[src/rtl/control_unit.sv]
// Multicycle main-control FSM: sequences fetch, decode, execute, memory and
// write-back micro-steps for add/sub/and, addi, lw, sw, beq, bne and j.
module control_unit #(
    parameter int MEM_WAIT_CYCLES = 1
) (
    input  logic       clk,
    input  logic       reset,
    input  logic [5:0] opcode,
    input  logic [5:0] funct,
    input  logic       alu_zero,
    input  logic       alu_ovf,
    output logic       pc_write,
    output logic [1:0] pc_src,
    output logic       iord,
    output logic       mem_write,
    output logic       ir_write,
    output logic       mdr_write,
    output logic       ab_write,
    output logic       aluout_write,
    output logic       epc_write,
    output logic       reg_write,
    output logic       reg_dst,
    output logic       mem_to_reg,
    output logic       alu_src_a,
    output logic [1:0] alu_src_b,
    output logic [2:0] alu_func,
    output logic [3:0] state
);

    typedef enum logic [3:0] {
        S_RESET      = 4'd0,
        S_FETCH      = 4'd1,
        S_FETCH_WAIT = 4'd2,
        S_DECODE     = 4'd3,
        S_EXEC_R     = 4'd4,
        S_WB_R       = 4'd5,
        S_EXEC_I     = 4'd6,
        S_WB_I       = 4'd7,
        S_ADDR       = 4'd8,
        S_MEM_RD     = 4'd9,
        S_MEM_WAIT   = 4'd10,
        S_WB_LW      = 4'd11,
        S_MEM_WR     = 4'd12,
        S_BRANCH     = 4'd13,
        S_JUMP       = 4'd14,
        S_EXCEPT     = 4'd15
    } state_t;

    localparam int CW = (MEM_WAIT_CYCLES > 1) ? $clog2(MEM_WAIT_CYCLES) : 1;
    localparam logic [CW-1:0] WAIT_LAST = CW'(MEM_WAIT_CYCLES - 1);

    localparam logic [5:0] OP_RTYPE = 6'h00;
    localparam logic [5:0] OP_ADDI  = 6'h08;
    localparam logic [5:0] OP_LW    = 6'h23;
    localparam logic [5:0] OP_SW    = 6'h2B;
    localparam logic [5:0] OP_BEQ   = 6'h04;
    localparam logic [5:0] OP_BNE   = 6'h05;
    localparam logic [5:0] OP_J     = 6'h02;
    localparam logic [5:0] FN_ADD   = 6'h20;
    localparam logic [5:0] FN_SUB   = 6'h22;
    localparam logic [5:0] FN_AND   = 6'h24;

    state_t        state_q, state_d;
    logic [CW-1:0] wait_q, wait_d;
    logic          wait_last;
    logic          funct_ok;

    always_ff @(posedge clk) begin
        if (!reset) begin
            state_q <= S_RESET;
            wait_q  <= '0;
        end else begin
            state_q <= state_d;
            wait_q  <= wait_d;
        end
    end

    assign wait_last = (wait_q == WAIT_LAST);
    assign funct_ok  = (funct == FN_ADD) || (funct == FN_SUB) || (funct == FN_AND);
    assign state     = state_q;

    always_comb begin
        state_d      = state_q;
        wait_d       = '0;
        pc_write     = 1'b0;
        pc_src       = 2'b00;
        iord         = 1'b0;
        mem_write    = 1'b0;
        ir_write     = 1'b0;
        mdr_write    = 1'b0;
        ab_write     = 1'b0;
        aluout_write = 1'b0;
        epc_write    = 1'b0;
        reg_write    = 1'b0;
        reg_dst      = 1'b0;
        mem_to_reg   = 1'b0;
        alu_src_a    = 1'b0;
        alu_src_b    = 2'b00;
        alu_func     = 3'b000;

        unique case (state_q)
            S_RESET: state_d = S_FETCH;
            S_FETCH: begin
                alu_src_a = 1'b1;
                alu_src_b = 2'b01;
                alu_func  = 3'b001;
                pc_write  = 1'b1;
                state_d   = S_FETCH_WAIT;
            end
            // Memory latency is absorbed here; the IR loads only once data is valid.
            S_FETCH_WAIT: begin
                if (wait_last) begin
                    ir_write = 1'b1;
                    state_d  = S_DECODE;
                end else begin
                    wait_d = wait_q + CW'(1);
                end
            end
            S_DECODE: begin
                ab_write     = 1'b1;
                alu_src_a    = 1'b1;
                alu_src_b    = 2'b11;
                alu_func     = 3'b001;
                aluout_write = 1'b1;
                if (opcode == OP_RTYPE && funct_ok)            state_d = S_EXEC_R;
                else if (opcode == OP_ADDI)                    state_d = S_EXEC_I;
                else if (opcode == OP_LW || opcode == OP_SW)   state_d = S_ADDR;
                else if (opcode == OP_BEQ || opcode == OP_BNE) state_d = S_BRANCH;
                else if (opcode == OP_J)                       state_d = S_JUMP;
                else                                           state_d = S_EXCEPT;
            end
            S_EXEC_R: begin
                aluout_write = 1'b1;
                if (funct == FN_SUB)      alu_func = 3'b010;
                else if (funct == FN_AND) alu_func = 3'b011;
                else                      alu_func = 3'b001;
                // Logical AND cannot overflow, so only add/sub trap.
                state_d = (alu_ovf && funct != FN_AND) ? S_EXCEPT : S_WB_R;
            end
            S_WB_R: begin
                reg_write = 1'b1;
                reg_dst   = 1'b1;
                state_d   = S_FETCH;
            end
            S_EXEC_I: begin
                alu_src_b    = 2'b10;
                alu_func     = 3'b001;
                aluout_write = 1'b1;
                state_d      = alu_ovf ? S_EXCEPT : S_WB_I;
            end
            S_WB_I: begin
                reg_write = 1'b1;
                state_d   = S_FETCH;
            end
            S_ADDR: begin
                alu_src_b    = 2'b10;
                alu_func     = 3'b001;
                aluout_write = 1'b1;
                state_d      = (opcode == OP_LW) ? S_MEM_RD : S_MEM_WR;
            end
            S_MEM_RD: begin
                iord    = 1'b1;
                state_d = S_MEM_WAIT;
            end
            S_MEM_WAIT: begin
                iord = 1'b1;
                if (wait_last) begin
                    mdr_write = 1'b1;
                    state_d   = S_WB_LW;
                end else begin
                    wait_d = wait_q + CW'(1);
                end
            end
            S_WB_LW: begin
                reg_write  = 1'b1;
                mem_to_reg = 1'b1;
                state_d    = S_FETCH;
            end
            S_MEM_WR: begin
                iord      = 1'b1;
                mem_write = 1'b1;
                state_d   = S_FETCH;
            end
            S_BRANCH: begin
                alu_func = 3'b010;
                pc_src   = 2'b01;
                pc_write = ((opcode == OP_BEQ) && alu_zero) || ((opcode == OP_BNE) && !alu_zero);
                state_d  = S_FETCH;
            end
            S_JUMP: begin
                pc_src   = 2'b10;
                pc_write = 1'b1;
                state_d  = S_FETCH;
            end
            // PC already points past the faulting instruction, so EPC = PC - 4.
            S_EXCEPT: begin
                alu_src_a = 1'b1;
                alu_src_b = 2'b01;
                alu_func  = 3'b010;
                epc_write = 1'b1;
                pc_src    = 2'b11;
                pc_write  = 1'b1;
                state_d   = S_FETCH;
            end
            default: state_d = S_RESET;
        endcase
    end

endmodule

[config.mk]
export PLATFORM = sky130hd
export DESIGN_NAME = control_unit
export DESIGN_NICKNAME = d
export VERILOG_FILES = /design/src/rtl/control_unit.sv
export SDC_FILE = /design/constraint.sdc
export NUM_CORES = 1
export LEC_CHECK = 0
export BUFFER_PORTS_ARGS = -buffer_cell sky130_fd_sc_hd__buf_2
export CAP_MARGIN = 10
export CORE_MARGIN = 5
export CORE_UTILIZATION = 42
export DETAILED_ROUTE_END_ITERATION = 12
export PLACE_DENSITY = 0.78
export SYNTH_ARGS = -nofsm -noshare
export SYNTH_HDL_FRONTEND = slang
export SYNTH_SLANG_ARGS = --single-unit
[constraint.sdc]
create_clock -name clk -period 1.8 [get_ports clk]
set_clock_uncertainty 0.05 [all_clocks]
set_input_delay 0.09 -clock clk [delete_from_list [all_inputs] [get_ports clk]]
set_output_delay 0.09 -clock clk [all_outputs]
set_load 0.05 [all_outputs]
==> After elaboration in Yosys (flattened, before gate mapping) <==
Cells that the tools add are included.
{ "word_totals": {"regBits": 5, "inputBits": 16, "elab_cells": 84} }
{ "classes": {"n_addsub": 1, "n_eq_ne": 27, "muxes": 29, "n_reduce_logical": 25} }
{ "op_table": {"columns": ["operator", "count"], "rows": [
  ["case mux 4 bit (9 select lines)", 1],
  ["== test 4 bit, second input constant", 8],
  ["== test 6 bit, second input constant", 5],
  ["2-to-1 mux 4 bit", 6],
  ["case mux 2 bit (3 select lines)", 3],
  ["== test 4 x 3 -> 1 bit, second input constant", 4],
  ["2-to-1 mux 1 bit", 13],
  ["== test 6 x 3 -> 1 bit, second input constant", 2],
  ["OR reduction 3 bit", 4],
  ["== test 4 x 2 -> 1 bit, second input constant", 2],
  ["OR reduction 2 bit", 4],
  ["OR reduction 4 bit", 2],
  ["OR reduction 8 bit", 1],
  ["== test 6 x 2 -> 1 bit, second input constant", 1],
  ["== test 6 x 4 -> 1 bit, second input constant", 1],
  ["logical NOT 6 bit", 1],
  ["2-to-1 mux 2 bit", 3],
  ["2-to-1 mux 3 bit", 2],
  ["!= test 6 bit, second input constant", 1],
  ["logical OR 1 bit", 5],
  ["== test 4 x 1 -> 1 bit, second input constant", 1],
  ["logical AND 1 bit", 4],
  ["logical NOT 4 bit", 1],
  ["!= test 2 bit, second input constant", 2],
  ["other kinds (5)", 5]
]} }

==> Longest topological paths before layout <==
Gate-level depths: netlist of the first run.
{ "logic_depth": {"ltp_word": 7, "depth_mapped": 6, "mapped_depth_nobuf": 6} }

==> Least setup slack after synthesis of the first run <==
OpenSTA, ideal clock, no wires.
{ "synth_path": {"path_type": "register to output", "from": "register state_q[2], in the netlist state[2]", "to": "output alu_src_b[1]", "arrival_ps": 2336, "slack_ps": -676, "stages_incl_launch_ff": 5, "n_path_buf": 1, "path_cell_list": "dfxtp_1 buf_2 nor2b_1 a21oi_1 o21ai_0"} }
{ "synth_between": {"elab_chain_cells": 3, "elab_cells_between_ends": 8} }
{ "synth_rtl": {"columns": ["element", "line_no", "source"], "rows": [
  ["start: declaration", "63", "state_t state_q, state_d;"],
  ["start signal: assignment", "73", "state_q <= state_d;"],
  ["== test 4 bit, or another cell as far along", "101", "unique case (state_q)"],
  ["OR reduction 2 bit (no line)", null, null],
  ["case mux 2 bit (3 select lines) (*)", "101", null],
  ["end: declaration", "25", "output logic [1:0] alu_src_b,"]
]} }
Every way passes the cells marked *; elsewhere a longest branch is shown, timed or not.

==> Worst setup path after layout of the first run <==
{ "layout_path": {"from": "register state_q[3], in the netlist state[3]", "to": "output alu_func[0]"} }
{ "layout_between": {"elab_chain_cells": 3, "elab_cells_between_ends": 10} }
{ "layout_rtl": {"columns": ["element", "line_no", "source"], "rows": [
  ["== test 4 x 2 -> 1 bit, or another cell as far along", "101", null],
  ["OR reduction 4 bit (no line) or OR reduction 2 bit (tied branches)", null, null],
  ["case mux 2 bit (3 select lines) (*)", "101", null],
  ["end: declaration", "26", "output logic [2:0] alu_func,"]
]} }
Marks and branches as above.

==> flow_summary.html, run 1 <==
<table>
<tr><th>Metric</th><th>Value</th></tr>
<tr><th colspan="2">Route</th></tr>
<tr><td>Count of antenna-violating nets left after detailed routing</td><td>0</td></tr>
<tr><td>DRT Pass-1 Iters</td><td>4</td></tr>
<tr><td>Vias</td><td>between 800 and 900</td></tr>
<tr><td>Routed length per placed instance</td><td>13.24 um</td></tr>
<tr><td>Routed wire length</td><td>2.012 mm</td></tr>
<tr><td>1st-iter DRT viols</td><td>14</td></tr>
<tr><td>DRC Markers</td><td>0</td></tr>
<tr><td>Detail-routed via count per cell</td><td>~5.8</td></tr>
<tr><th colspan="2">Power and ir drop</th></tr>
<tr><td>Combinational power share</td><td>0.747</td></tr>
<tr><td>Switching Fraction</td><td>0.6251</td></tr>
<tr><td>Clock power share</td><td>0.078</td></tr>
<tr><td>Worst vdd ir</td><td>0.9466 mV</td></tr>
<tr><td>Switching power of the nets</td><td>1.028 mW</td></tr>
<tr><td>Sequential power share</td><td>0.175</td></tr>
<tr><td>P per Cell Area</td><td>around 1700 nW/um^2</td></tr>
<tr><td>Power consumption</td><td>1.644 mW</td></tr>
<tr><td>Internal power of the cells</td><td>about 0.62 mW</td></tr>
<tr><td>Leakage power</td><td>0.4429 nW</td></tr>
<tr><th colspan="2">Timing</th></tr>
<tr><td>Share of the clock period used by the worst path</td><td>0.9711</td></tr>
<tr><td>Number of setup violations in the final report</td><td>0</td></tr>
<tr><td>Max-slew violation total from the final report</td><td>0</td></tr>
<tr><td>Final critical path time including I/O delays and setup</td><td>1.748 ns</td></tr>
<tr><td>Final hold viol count</td><td>0</td></tr>
<tr><td>F_max</td><td>about 0.57 GHz</td></tr>
<tr><th colspan="2">Synthesis</th></tr>
<tr><td>Synth Area per Inst</td><td>6.790 sq um</td></tr>
<tr><td>Post-synthesis adder-cell area fraction</td><td>0</td></tr>
<tr><td>Synth warnings</td><td>0</td></tr>
<tr><td>Async set-or-reset flop fraction in the synthesized netlist</td><td>0</td></tr>
<tr><td>Top cells by count, synth</td><td>sky130_fd_sc_hd__nand2_1 (9), sky130_fd_sc_hd__nor2_1 (9), sky130_fd_sc_hd__o21ai_0 (9)</td></tr>
<tr><td>Compound-cell area share of the yosys netlist</td><td>0.3474</td></tr>
<tr><td>Number of library cell types mapped by synthesis</td><td>40</td></tr>
<tr><td>Count of flip-flops with a built-in enable after synthesis</td><td>0</td></tr>
<tr><td>Sequential fraction of the synthesis area</td><td>0.1536</td></tr>
<tr><td>Area share of the largest cell type after synthesis</td><td>0.1536</td></tr>
<tr><td>Post-synthesis share of cell area spent on and, or, nand and nor gates</td><td>0.3877</td></tr>
<tr><td>Top cells by area in the synthesized netlist</td><td>sky130_fd_sc_hd__dfxtp_1 (15%), sky130_fd_sc_hd__o21ai_0 (6.9%), sky130_fd_sc_hd__a21oi_1 (6.1%), sky130_fd_sc_hd__nand2_1 (5.2%), sky130_fd_sc_hd__nor2_1 (5.2%)</td></tr>
<tr><td>Cell taking the most area after synthesis</td><td>sky130_fd_sc_hd__dfxtp_1</td></tr>
<tr><td>Post-Synth XOR/XNOR Area</td><td>0.04031</td></tr>
<tr><td>Dominant register cell in the synthesized netlist</td><td>sky130_fd_sc_hd__dfxtp_1</td></tr>
<tr><td>Multiplexer share of the synthesized area</td><td>0</td></tr>
<tr><td>Cell area after synthesis</td><td>about 650 sq um</td></tr>
<tr><td>Main combinational cell family by area after synthesis</td><td>simple AND/OR/NAND/NOR gates</td></tr>
<tr><td>FF+latch count, synth</td><td>5</td></tr>
<tr><td>Post-synthesis instance total</td><td>96</td></tr>
<tr><th colspan="2">Critical path</th></tr>
<tr><td>Endpoint required time on the critical path</td><td>between 1.5 and 2 ns</td></tr>
<tr><td>Depth of the most critical reg-to-reg path</td><td>6</td></tr>
<tr><td>Startpoint type of the worst setup path</td><td>flip-flop</td></tr>
<tr><td>Worst R2R Start</td><td>state[3]</td></tr>
<tr><td>Crit path kind</td><td>reg -&gt; out</td></tr>
<tr><td>Register-to-register path setup slack</td><td>about 0.30 ns</td></tr>
<tr><td>Worst R2R End</td><td>state[1]</td></tr>
<tr><td>Critical-path maximum fanout</td><td>16</td></tr>
<tr><td>Data arrival time of the critical path</td><td>about 1.6 ns</td></tr>
<tr><td>Endpoint kind of the worst setup timing path</td><td>output pin</td></tr>
<tr><th colspan="2">Clock network</th></tr>
<tr><td>Clk sinks</td><td>5</td></tr>
<tr><td>CTS max path bufs</td><td>2</td></tr>
<tr><td>Cts bufs inserted</td><td>3</td></tr>
<tr><td>CTS tree</td><td>yes</td></tr>
<tr><td>Number of gates given a new drive strength after cts</td><td>1</td></tr>
<tr><td>Number of buffers inserted by post-CTS setup repair</td><td>0</td></tr>
<tr><td># H-tree levels</td><td>1</td></tr>
<tr><td>Clk pin slew, worst setup/hold paths</td><td>0.05 ns</td></tr>
<tr><td>Clock latency on the worst-skew pair</td><td>between 0.2 and 0.25 ns</td></tr>
<tr><td>Total of hold buffers inserted after clock tree synthesis</td><td>0</td></tr>
<tr><td>Clock root buffer master</td><td>sky130_fd_sc_hd__clkbuf_4</td></tr>
<tr><th colspan="2">Layout</th></tr>
<tr><td>Count of placed standard cells in the final layout, fillers left out</td><td>between 150 and 200</td></tr>
<tr><td>Area of the multi-input gates</td><td>around 590 sq um</td></tr>
<tr><td>Diode insertion count for antenna repair</td><td>0</td></tr>
<tr><td>Final net count</td><td>153</td></tr>
<tr><td>Final core utilization</td><td>0.6588</td></tr>
<tr><td>Combined flip-flop and latch cell area</td><td>110.1 sq um</td></tr>
<tr><td>Proportion of layout cells with a drive suffix above 1</td><td>0.5221</td></tr>
<tr><td>Fin area</td><td>980.9 sq um</td></tr>
<tr><td>Fill cell instance count of the final layout</td><td>147</td></tr>
<tr><td>Layout overhead on the synthesized area</td><td>50.48%</td></tr>
<tr><th colspan="2">Die</th></tr>
<tr><td>Die footprint</td><td>~2400 sq um</td></tr>
<tr><td>Die span in x</td><td>between 40 and 50 um</td></tr>
<tr><td>Number of rows created at floorplan</td><td>14</td></tr>
<tr><td>Floorplan die height</td><td>between 40 and 50 um</td></tr>
<tr><td>Io pins</td><td>39</td></tr>
<tr><td>Initial cell density of the core</td><td>0.4378</td></tr>
<tr><td>Core Box Area</td><td>~1500 sq um</td></tr>
<tr><th colspan="2">Global route</th></tr>
<tr><td>Pin count of the biggest net entering global routing</td><td>18</td></tr>
<tr><td>Congestion Overflow GR</td><td>0</td></tr>
<tr><td>Antenna violations before repair</td><td>0</td></tr>
<tr><td>Global-route wire length before repair</td><td>3.415 mm</td></tr>
<tr><td>Vias in the first global route</td><td>about 820</td></tr>
<tr><td>GRT Total Usage</td><td>0.1620</td></tr>
<tr><th colspan="2">Worst hold path</th></tr>
<tr><td>Startpoint of the worst hold path</td><td>reset</td></tr>
<tr><td>Endpoint, Worst Hold</td><td>state[1]</td></tr>
<tr><td>Count of cells along the worst hold path</td><td>2</td></tr>
<tr><td>Worst hold-check path type</td><td>in -&gt; reg</td></tr>
<tr><th colspan="2">Outcome</th></tr>
<tr><td>Result of the run</td><td>finished clean</td></tr>
<tr><th colspan="2">Place</th></tr>
<tr><td>Cells after DPL</td><td>148</td></tr>
<tr><td>Number of buffers inserted by port buffering</td><td>37</td></tr>
<tr><td>Half-perimeter wire length after detailed placement</td><td>around 1.6 mm</td></tr>
<tr><td>Global placement routability congestion</td><td>approximately 0.80</td></tr>
<tr><td>Total cell area at the placement stage</td><td>between 900 and 1000 sq um</td></tr>
<tr><th colspan="2">Job</th></tr>
<tr><td>Number of violations of the max-capacitance limit</td><td>0</td></tr>
</table>
power groups by stage:
stage	Clock (mW)	Combinational (mW)	Sequential [mW]
floorplan	0	0.939	0.308
global placement	0	1.19	0.281
detailed placement	0	1.21	0.281
CTS	0.135	1.21	0.282
global route	0.143	1.31	0.303
finish	0.128	1.23	0.288
layer usage:
layer / vias to the layer above / part of all wire / GRT usage
met5: - / 0 / 0
met4: 0 / 0 / 0.02183
met3: 0 / 0.071 / 0.02752
met2: 26 / 0.51 / 0.2940
met1: 423 / 0.42 / 0.2011
li1: 429 / - / -
sequential cells by signal (all words and copies together), names as in the netlist:
| signal | count |
|---|---|
| state | 4 |
| wait_q | 1 |
critical path, stage by stage (launching register included):
cell and delay (ns):
sky130_fd_sc_hd__dfxtp_4 0.39, sky130_fd_sc_hd__nand2b_1 0.23, sky130_fd_sc_hd__a31oi_1 0.26, sky130_fd_sc_hd__nor3_2 0.10
sky130_fd_sc_hd__a21oi_4 0.11, sky130_fd_sc_hd__buf_2 0.27
metrics by stage:
stage	setup TNS [ns]	hold slack [ns]	worst slack (ns)
after CTS	0	0.03278	0.02011
after floorplan	0	0.1568	0.01854
after global placement	0	0.2982	0.2330
final	0	0.04144	0.05209
after detailed placement	0	0.2884	0.2194
after global routing	-0.01629	0.04491	-0.01629
cell families after synthesis:
kind of cell    after synthesis
xor+xnor                      3
simple gates                 44
compound gates               34
flops                         5
buf+inv                       9
other cells                   1
cell usage in the layout (no fill, tap or decap), types with 2 or more instances in the layout:
cell type	Yosys	routed
sky130_fd_sc_hd__inv_1	3	2
sky130_fd_sc_hd__clkbuf_4	0	4
sky130_fd_sc_hd__dfxtp_2	0	2
sky130_fd_sc_hd__buf_4	1	4
sky130_fd_sc_hd__nand2b_1	4	4
sky130_fd_sc_hd__xnor2_1	2	2
sky130_fd_sc_hd__o211ai_1	2	2
sky130_fd_sc_hd__nor3_4	0	2
sky130_fd_sc_hd__nor2_1	9	7
sky130_fd_sc_hd__nor3_2	0	2
sky130_fd_sc_hd__nand2_1	9	9
sky130_fd_sc_hd__nor2_4	0	2
sky130_fd_sc_hd__buf_2	4	36
sky130_fd_sc_hd__o21ai_0	9	7
sky130_fd_sc_hd__nor2b_1	3	3
sky130_fd_sc_hd__a31oi_1	2	2
sky130_fd_sc_hd__nor3_1	6	2
sky130_fd_sc_hd__conb_1	1	2
sky130_fd_sc_hd__dfxtp_4	0	2
sky130_fd_sc_hd__nand3b_1	2	2
sky130_fd_sc_hd__a21oi_1	8	6
sky130_fd_sc_hd__a21o_1	2	2
sky130_fd_sc_hd__o21ai_2	0	2
worst max-delay path by stage:
stage                    to  cells past startpoint      start
6_report        alu_func[0]                      5   state[3]
5_1_grt         alu_func[0]                      5   state[1]
4_1_cts         alu_func[0]                      5   state[3]
3_5_place_dp       pc_write                      6  opcode[3]
3_3_place_gp       pc_write                      6  opcode[3]
2_1_floorplan  alu_src_b[0]                      3   state[1]
final cells by class:
| class | instances | share of cell area |
|---|---|---|
| sequential | 5 | 0.1122 |
| clock inverter | 1 | 0.005102 |
| inverter | 3 | 0.01531 |
| tap | 16 | 0.02041 |
| multi-input combinational | 83 | 0.6020 |
| clock buffer | 3 | 0.02296 |
| timing repair buffer | 41 | 0.2219 |
Power figures use the tool's default switching activity.
==> run 2, diff against run 1 <==
--- a/config.mk
+++ b/config.mk
@@ -5,6 +5,7 @@
 export SDC_FILE = /design/constraint.sdc
 export NUM_CORES = 1
 export LEC_CHECK = 0
+export ABC_AREA = 1
 export BUFFER_PORTS_ARGS = -buffer_cell sky130_fd_sc_hd__buf_2
 export CAP_MARGIN = 10
 export CORE_MARGIN = 5
==> flow_summary.html, run 2 <==
<table>
<tr><th>Metric</th><th>Value</th></tr>
<tr><th colspan="2">Layout</th></tr>
<tr><td>Most common cell after layout, fill and taps aside</td><td>sky130_fd_sc_hd__buf_2</td></tr>
<tr><td>Fin area</td><td>about 950 sq um</td></tr>
<tr><td>Layout overhead on the synthesized area</td><td>43.29%</td></tr>
<tr><td>Proportion of layout cells with a drive suffix above 1</td><td>0.4356</td></tr>
<tr><td>Final net count</td><td>between 150 and 200</td></tr>
<tr><td>Diode insertion count for antenna repair</td><td>0</td></tr>
<tr><td>Largest register FFs</td><td>4</td></tr>
<tr><td>Most frequent cells in the layout</td><td>sky130_fd_sc_hd__buf_2 (37), sky130_fd_sc_hd__nor2_1 (26), sky130_fd_sc_hd__nand2_1 (19), sky130_fd_sc_hd__inv_1 (18), sky130_fd_sc_hd__nand3_1 (10)</td></tr>
<tr><th colspan="2">Route</th></tr>
<tr><td>Count of antenna-violating nets left after detailed routing</td><td>0</td></tr>
<tr><td>DRT Pass-1 Iters</td><td>4</td></tr>
<tr><td>Routed wire length</td><td>about 2 mm</td></tr>
<tr><td>Detail-routed via count per cell</td><td>between 4 and 5</td></tr>
<tr><td>Routed length per placed instance</td><td>around 11 um</td></tr>
<tr><td>DRC Markers</td><td>0</td></tr>
<tr><td>1st-iter DRT viols</td><td>9</td></tr>
<tr><td>Vias</td><td>876</td></tr>
<tr><th colspan="2">Synthesis</th></tr>
<tr><td>Synth Area per Inst</td><td>~5.4 sq um</td></tr>
<tr><td>Number of library cell types mapped by synthesis</td><td>26</td></tr>
<tr><td>Count of flip-flops with a built-in enable after synthesis</td><td>0</td></tr>
<tr><td>Post-synthesis instance total</td><td>~120</td></tr>
<tr><td>Cell taking the most area after synthesis</td><td>sky130_fd_sc_hd__nor2_1</td></tr>
<tr><td>Library cell with the highest instance count after synthesis</td><td>sky130_fd_sc_hd__nor2_1</td></tr>
<tr><td>Async set-or-reset flop fraction in the synthesized netlist</td><td>0</td></tr>
<tr><td>Area share of the largest cell type after synthesis</td><td>0.1701</td></tr>
<tr><td>Top cells by area in the synthesized netlist</td><td>sky130_fd_sc_hd__nor2_1 (17%), sky130_fd_sc_hd__dfxtp_1 (15%), sky130_fd_sc_hd__nand2_1 (11%), sky130_fd_sc_hd__inv_1 (10%), sky130_fd_sc_hd__nand3_1 (7.6%)</td></tr>
<tr><td>Dominant register cell in the synthesized netlist</td><td>sky130_fd_sc_hd__dfxtp_1</td></tr>
<tr><td>Sequential fraction of the synthesis area</td><td>0.1512</td></tr>
<tr><td>Top cells by count, synth</td><td>sky130_fd_sc_hd__nor2_1 (30), sky130_fd_sc_hd__nand2_1 (20), sky130_fd_sc_hd__inv_1 (18)</td></tr>
<tr><td>Cell area after synthesis</td><td>between 600 and 700 sq um</td></tr>
<tr><td>FF+latch count, synth</td><td>5</td></tr>
<tr><td>Synth warnings</td><td>0</td></tr>
<tr><th colspan="2">Critical path</th></tr>
<tr><td>Endpoint kind of the worst setup timing path</td><td>output pin</td></tr>
<tr><td>Endpoint required time on the critical path</td><td>about 1.7 ns</td></tr>
<tr><td>Kind of cell adding the most delay to the critical path</td><td>simple AND/OR/NAND/NOR gates</td></tr>
<tr><td>Buf+Inv Stages, Crit Path</td><td>1</td></tr>
<tr><td>Critical-path maximum fanout</td><td>7</td></tr>
<tr><td>Critical-path cell list</td><td>nand2_1, nor2_4, nand4_1, nand2_2, buf_2</td></tr>
<tr><td>Cell with the largest stage delay on the worst path</td><td>sky130_fd_sc_hd__dfxtp_2</td></tr>
<tr><td>Data arrival time of the critical path</td><td>around 1.5 ns</td></tr>
<tr><td>Crit path kind</td><td>reg -&gt; out</td></tr>
<tr><td>CP max stage delay</td><td>just over 0.4 ns</td></tr>
<tr><td>Startpoint type of the worst setup path</td><td>flip-flop</td></tr>
<tr><th colspan="2">Global route</th></tr>
<tr><td>Congestion Overflow GR</td><td>0</td></tr>
<tr><td>Pin count of the biggest net entering global routing</td><td>9</td></tr>
<tr><td>Global-route wire length before repair</td><td>approximately 3.3 mm</td></tr>
<tr><td>Vias in the first global route</td><td>about 800</td></tr>
<tr><td>GRT Total Usage</td><td>0.1598</td></tr>
<tr><td>Antenna violations before repair</td><td>0</td></tr>
<tr><th colspan="2">Timing</th></tr>
<tr><td>Final hold viol count</td><td>0</td></tr>
<tr><td>Share of the clock period used by the worst path</td><td>0.9343</td></tr>
<tr><td>F_max</td><td>a little under 0.6 GHz</td></tr>
<tr><td>Final critical path time including I/O delays and setup</td><td>between 1.5 and 2 ns</td></tr>
<tr><td>Unrepaired setup endpoints after global routing</td><td>no</td></tr>
<tr><td>Number of setup violations in the final report</td><td>0</td></tr>
<tr><td>Max-slew violation total from the final report</td><td>0</td></tr>
<tr><td>Post-route worst setup slack</td><td>~0.12 ns</td></tr>
<tr><td>Setup tns final</td><td>0 ns</td></tr>
<tr><th colspan="2">Place</th></tr>
<tr><td>Placement Setup Slack</td><td>0.3619 ns</td></tr>
<tr><td>Global placement routability congestion</td><td>between 0.9 and 1</td></tr>
<tr><td>Number of buffers inserted by port buffering</td><td>37</td></tr>
<tr><td>Total cell area at the placement stage</td><td>a little over 900 sq um</td></tr>
<tr><td>Half-perimeter wire length after detailed placement</td><td>1.704 mm</td></tr>
<tr><th colspan="2">Clock network</th></tr>
<tr><td>CTS tree</td><td>yes</td></tr>
<tr><td>Number of buffers inserted by post-CTS setup repair</td><td>0</td></tr>
<tr><td>Number of gates given a new drive strength after cts</td><td>0</td></tr>
<tr><td>Clock latency on the worst-skew pair</td><td>~0.24 ns</td></tr>
<tr><td>Cts bufs inserted</td><td>3</td></tr>
<tr><td>Clk pin slew, worst setup/hold paths</td><td>0.04 ns</td></tr>
<tr><td>Clk sinks</td><td>5</td></tr>
<tr><td>Total of hold buffers inserted after clock tree synthesis</td><td>0</td></tr>
<tr><td># H-tree levels</td><td>1</td></tr>
<tr><td>Clock root buffer master</td><td>sky130_fd_sc_hd__clkbuf_4</td></tr>
<tr><td>CTS max path bufs</td><td>2</td></tr>
<tr><th colspan="2">Die</th></tr>
<tr><td>Number of rows created at floorplan</td><td>14</td></tr>
<tr><td>Die footprint</td><td>between 2000 and 2500 sq um</td></tr>
<tr><td>Die span in x</td><td>between 40 and 50 um</td></tr>
<tr><td>Initial cell density of the core</td><td>0.4394</td></tr>
<tr><td>Core Box Area</td><td>between 1500 and 2000 sq um</td></tr>
<tr><td>Floorplan die height</td><td>roughly 50 um</td></tr>
<tr><td>Io pins</td><td>39</td></tr>
<tr><th colspan="2">Power and ir drop</th></tr>
<tr><td>P per Cell Area</td><td>between 1500 and 2000 nW/um^2</td></tr>
<tr><td>Power consumption</td><td>1.652 mW</td></tr>
<tr><td>Leakage power</td><td>~0.55 nW</td></tr>
<tr><td>Worst vdd ir</td><td>~0.98 mV</td></tr>
<tr><th colspan="2">Job</th></tr>
<tr><td>Number of violations of the max-capacitance limit</td><td>0</td></tr>
<tr><th colspan="2">Worst hold path</th></tr>
<tr><td>Worst hold-check path type</td><td>in -&gt; reg</td></tr>
<tr><th colspan="2">Outcome</th></tr>
<tr><td>Result of the run</td><td>finished clean</td></tr>
</table>
-- run 2: layer usage --
metal / wire length (um) / GRT usage / vias up
li1: - / - / 459
met1: 832 / 0.1993 / 385
met2: 956 / 0.2712 / 30
met3: 149 / 0.03012 / 2
met4: 14 / 0.05240 / 0
met5: 0 / 0 / -
-- run 2: kinds of logic (layout without fill, tap and decap cells) --
family,Yosys count,count (layout),synth area share
flip-flops,5,5,0.1512
other,1,2,0.005666
AO/OA/AOI/OAI,15,15,0.1493
buffers and inverters,26,66,0.1569
AND/OR/NAND/NOR,75,75,0.5369
-- run 2: through the flow --
| stage | cells | hold slack (ns) | utilization |
|---|---|---|---|
| after global routing | 179 | 0.05593 | 0.6296 |
| after floorplan | 123 | 0.1376 | - |
| after detailed placement | 175 | 0.2550 | 0.6121 |
| after global placement | 175 | 0.2557 | 0.6121 |
| final | 179 | 0.03811 | 0.6296 |
| after CTS | 179 | 0.03489 | 0.6296 |
-- run 2: layout make-up --
cell class | count | area [sq um]
fillers | 158 | 558.0
multi-input cells | 92 | 515.5
repair buffers | 37 | 185.2
flip-flops and latches | 5 | 105.1
inverters | 25 | 96.34
clock buffers | 4 | 26.28
well taps | 16 | 20.02
-- run 2: report_power, final --
part	internal [mW]	leakage, nW	switching [mW]
Sequential	0.157	0.0428	0.0787
Combinational	0.304	0.490	0.983
Clock	0.0838	0.0150	0.0455
Total	0.545	0.548	1.11
-- run 2: worst register-to-register path: cells and delay by family (launching register included) --
family	cells	cell delay [ns]
DFF	1	0.42
and+or+nand+nor	3	0.49
buffers and inverters	1	0.13
AOI/OAI and AO/OA	1	0.05
-- run 2: path summary, 6_finish.rpt --
check / from / end / slack (ns) / cells after the start
worst max-delay path: state[2] / pc_write / 0.12 / 5
worst min-delay path: reset / state[2] / 0.04 / 3
worst max register to register: state[0] / state[0] / 0.54 / 5
worst min register to register: wait_q / state[0] / 0.61 / 3
==> run 3, diff against run 2 <==
--- a/config.mk
+++ b/config.mk
@@ -11,7 +11,7 @@
 export CORE_MARGIN = 5
 export CORE_UTILIZATION = 42
 export DETAILED_ROUTE_END_ITERATION = 12
-export PLACE_DENSITY = 0.78
+export PLACE_DENSITY = 0.87
 export SYNTH_ARGS = -nofsm -noshare
 export SYNTH_HDL_FRONTEND = slang
 export SYNTH_SLANG_ARGS = --single-unit
==> flow_summary.html, run 3 (synthesis results as in run 2) <==
<table>
<tr><th>Metric</th><th>Value</th></tr>
<tr><th colspan="2">Worst hold path</th></tr>
<tr><td>Startpoint of the worst hold path</td><td>reset</td></tr>
<tr><td>Endpoint, Worst Hold</td><td>state[2]</td></tr>
<tr><td>Worst hold-check path type</td><td>in -&gt; reg</td></tr>
<tr><td>Count of cells along the worst hold path</td><td>3</td></tr>
<tr><th colspan="2">Timing</th></tr>
<tr><td>Share of the clock period used by the worst path</td><td>0.9405</td></tr>
<tr><td>Min Hold Slack</td><td>about 0.014 ns</td></tr>
<tr><td>Post-route worst setup slack</td><td>approximately 0.11 ns</td></tr>
<tr><td>Unrepaired setup endpoints after global routing</td><td>no</td></tr>
<tr><td>F_max</td><td>slightly below 0.6 GHz</td></tr>
<tr><td>Number of setup violations in the final report</td><td>0</td></tr>
<tr><td>Max-slew violation total from the final report</td><td>0</td></tr>
<tr><td>Final hold viol count</td><td>0</td></tr>
<tr><td>Setup tns final</td><td>0 ns</td></tr>
<tr><td>Final critical path time including I/O delays and setup</td><td>roughly 1.7 ns</td></tr>
<tr><th colspan="2">Clock network</th></tr>
<tr><td># H-tree levels</td><td>1</td></tr>
<tr><td>Clock latency on the worst-skew pair</td><td>0.24 ns</td></tr>
<tr><td>Clk pin slew, worst setup/hold paths</td><td>about 0.040 ns</td></tr>
<tr><td>Cts bufs inserted</td><td>3</td></tr>
<tr><td>Total of hold buffers inserted after clock tree synthesis</td><td>0</td></tr>
<tr><td>Clk sinks</td><td>5</td></tr>
<tr><td>CTS max path bufs</td><td>2</td></tr>
<tr><td>CTS tree</td><td>yes</td></tr>
<tr><td>Number of gates given a new drive strength after cts</td><td>0</td></tr>
<tr><td>Clock root buffer master</td><td>sky130_fd_sc_hd__clkbuf_4</td></tr>
<tr><td>Number of buffers inserted by post-CTS setup repair</td><td>0</td></tr>
<tr><th colspan="2">Layout</th></tr>
<tr><td>Proportion of layout cells with a drive suffix above 1</td><td>0.4356</td></tr>
<tr><td>Largest register FFs</td><td>4</td></tr>
<tr><td>Area of the multi-input gates</td><td>just over 500 sq um</td></tr>
<tr><td>Fill cell instance count of the final layout</td><td>about 140</td></tr>
<tr><td>Diode insertion count for antenna repair</td><td>0</td></tr>
<tr><td>Most common cell after layout, fill and taps aside</td><td>sky130_fd_sc_hd__buf_2</td></tr>
<tr><td>Fin area</td><td>roughly 950 sq um</td></tr>
<tr><td>Layout overhead on the synthesized area</td><td>43.29%</td></tr>
<tr><td>Most frequent cells in the layout</td><td>sky130_fd_sc_hd__buf_2 (37), sky130_fd_sc_hd__nor2_1 (26), sky130_fd_sc_hd__nand2_1 (19), sky130_fd_sc_hd__inv_1 (18), sky130_fd_sc_hd__nand3_1 (10)</td></tr>
<tr><td>Final net count</td><td>between 150 and 200</td></tr>
<tr><td>Combined flip-flop and latch cell area</td><td>roughly 110 sq um</td></tr>
<tr><th colspan="2">Route</th></tr>
<tr><td>Detail-routed via count per cell</td><td>roughly 4.9</td></tr>
<tr><td>Vias</td><td>between 800 and 900</td></tr>
<tr><td>Routed length per placed instance</td><td>between 10 and 15 um</td></tr>
<tr><td>DRC Markers</td><td>0</td></tr>
<tr><td>1st-iter DRT viols</td><td>36</td></tr>
<tr><td>Routed wire length</td><td>between 1.5 and 2 mm</td></tr>
<tr><td>Count of antenna-violating nets left after detailed routing</td><td>0</td></tr>
<tr><td>DRT Pass-1 Iters</td><td>4</td></tr>
<tr><th colspan="2">Critical path</th></tr>
<tr><td>Kind of cell adding the most delay to the critical path</td><td>buffers and inverters</td></tr>
<tr><td>Endpoint kind of the worst setup timing path</td><td>output pin</td></tr>
<tr><td>Worst R2R End</td><td>state[0]</td></tr>
<tr><td>Endpoint required time on the critical path</td><td>about 1.7 ns</td></tr>
<tr><td>Critical path's most frequent cell</td><td>sky130_fd_sc_hd__nand2_2</td></tr>
<tr><td>Startpoint type of the worst setup path</td><td>flip-flop</td></tr>
<tr><td>Buf+Inv Stages, Crit Path</td><td>3</td></tr>
<tr><td>Data arrival time of the critical path</td><td>around 1.6 ns</td></tr>
<tr><td>CP max stage delay</td><td>between 0.4 and 0.5 ns</td></tr>
<tr><td>Register-to-register path setup slack</td><td>0.52 ns</td></tr>
<tr><td>Critical-path maximum fanout</td><td>8</td></tr>
<tr><td>Critical-path cell list</td><td>nand2_2, clkinv_1, nand2_2, inv_4, nor2_4, o21a_4, nand3_2, buf_2</td></tr>
<tr><td>Cell with the largest stage delay on the worst path</td><td>sky130_fd_sc_hd__dfxtp_2</td></tr>
<tr><td>Worst R2R Start</td><td>state[0]</td></tr>
<tr><td>Crit path kind</td><td>reg -&gt; out</td></tr>
<tr><td>Depth of the most critical reg-to-reg path</td><td>5</td></tr>
<tr><th colspan="2">Job</th></tr>
<tr><td>Number of violations of the max-capacitance limit</td><td>0</td></tr>
<tr><th colspan="2">Power and ir drop</th></tr>
<tr><td>Leakage power</td><td>between 0.5 and 0.6 nW</td></tr>
<tr><td>Worst vdd ir</td><td>between 0.9 and 1 mV</td></tr>
<tr><td>P per Cell Area</td><td>~1700 nW/um^2</td></tr>
<tr><td>Power consumption</td><td>1.658 mW</td></tr>
<tr><th colspan="2">Die</th></tr>
<tr><td>Io pins</td><td>39</td></tr>
<tr><td>Floorplan die height</td><td>49.70 um</td></tr>
<tr><td>Die span in x</td><td>49.70 um</td></tr>
<tr><td>Initial cell density of the core</td><td>0.4394</td></tr>
<tr><td>Die footprint</td><td>approximately 2500 sq um</td></tr>
<tr><td>Core Box Area</td><td>roughly 1500 sq um</td></tr>
<tr><td>Number of rows created at floorplan</td><td>14</td></tr>
<tr><th colspan="2">Global route</th></tr>
<tr><td>GRT Total Usage</td><td>0.1694</td></tr>
<tr><td>Vias in the first global route</td><td>833</td></tr>
<tr><td>Pin count of the biggest net entering global routing</td><td>9</td></tr>
<tr><td>Global-route wire length before repair</td><td>3.436 mm</td></tr>
<tr><td>Antenna violations before repair</td><td>0</td></tr>
<tr><td>Congestion Overflow GR</td><td>0</td></tr>
<tr><th colspan="2">Place</th></tr>
<tr><td>Total cell area at the placement stage</td><td>922.1 sq um</td></tr>
<tr><td>Placement Setup Slack</td><td>0.3643 ns</td></tr>
<tr><td>Global placement routability congestion</td><td>0.9414</td></tr>
<tr><td>Number of buffers inserted by port buffering</td><td>37</td></tr>
<tr><td>Half-perimeter wire length after detailed placement</td><td>~1.7 mm</td></tr>
<tr><th colspan="2">Outcome</th></tr>
<tr><td>Result of the run</td><td>finished clean</td></tr>
</table>
-- run 3: cell counts in the layout (fill, tap and decap cells not counted) --
Identical to the previous run, type by type.
-- run 3: cell type report --
| class | count | share of cell area |
|---|---|---|
| repair buffers | 37 | 0.1953 |
| multi-input cells | 92 | 0.5435 |
| clock buffers | 4 | 0.02770 |
| flip-flops and latches | 5 | 0.1108 |
| well taps | 16 | 0.02111 |
| inverters | 25 | 0.1016 |
-- run 3: metrics by stage --
| step | utilization | instances |
|---|---|---|
| 2_1_floorplan | - | 123 |
| 3_3_place_gp | 0.6121 | 175 |
| 3_5_place_dp | 0.6121 | 175 |
| 4_1_cts | 0.6296 | 179 |
| 5_1_grt | 0.6296 | 179 |
| 6_report | 0.6296 | 179 |
-- run 3: routing by layer --
metal	part of all wire	track usage	wire (um)
met1	0.41	0.2076	815
met2	0.52	0.2903	1026
met3	0.072	0.03614	142
met4	0	0.05240	0
met5	0	0	0
-- run 3: report_power, final --
group	internal [mW]	switching (mW)
Sequential	0.158	0.0813
Clock	0.0837	0.0444
Combinational	0.304	0.987
Total	0.545	1.11
-- run 3: worst max-delay path by stage --
stage                   from          end  slack (ns)  cells after the start
floorplan           state[2]    alu_src_a       -0.03                      4
global placement    state[2]     pc_write        0.38                      5
detailed placement  state[0]  alu_func[0]        0.36                      8
CTS                 state[0]  alu_func[0]        0.10                      8
global route        state[0]  alu_func[0]       0.001                      8
finish              state[0]  alu_func[0]        0.11                      8
-- run 3: tightest hold or removal path, stage by stage --
cell	delay (ns)
sky130_fd_sc_hd__buf_2	0.10
sky130_fd_sc_hd__nand2_1	0.05
sky130_fd_sc_hd__inv_1	0.04
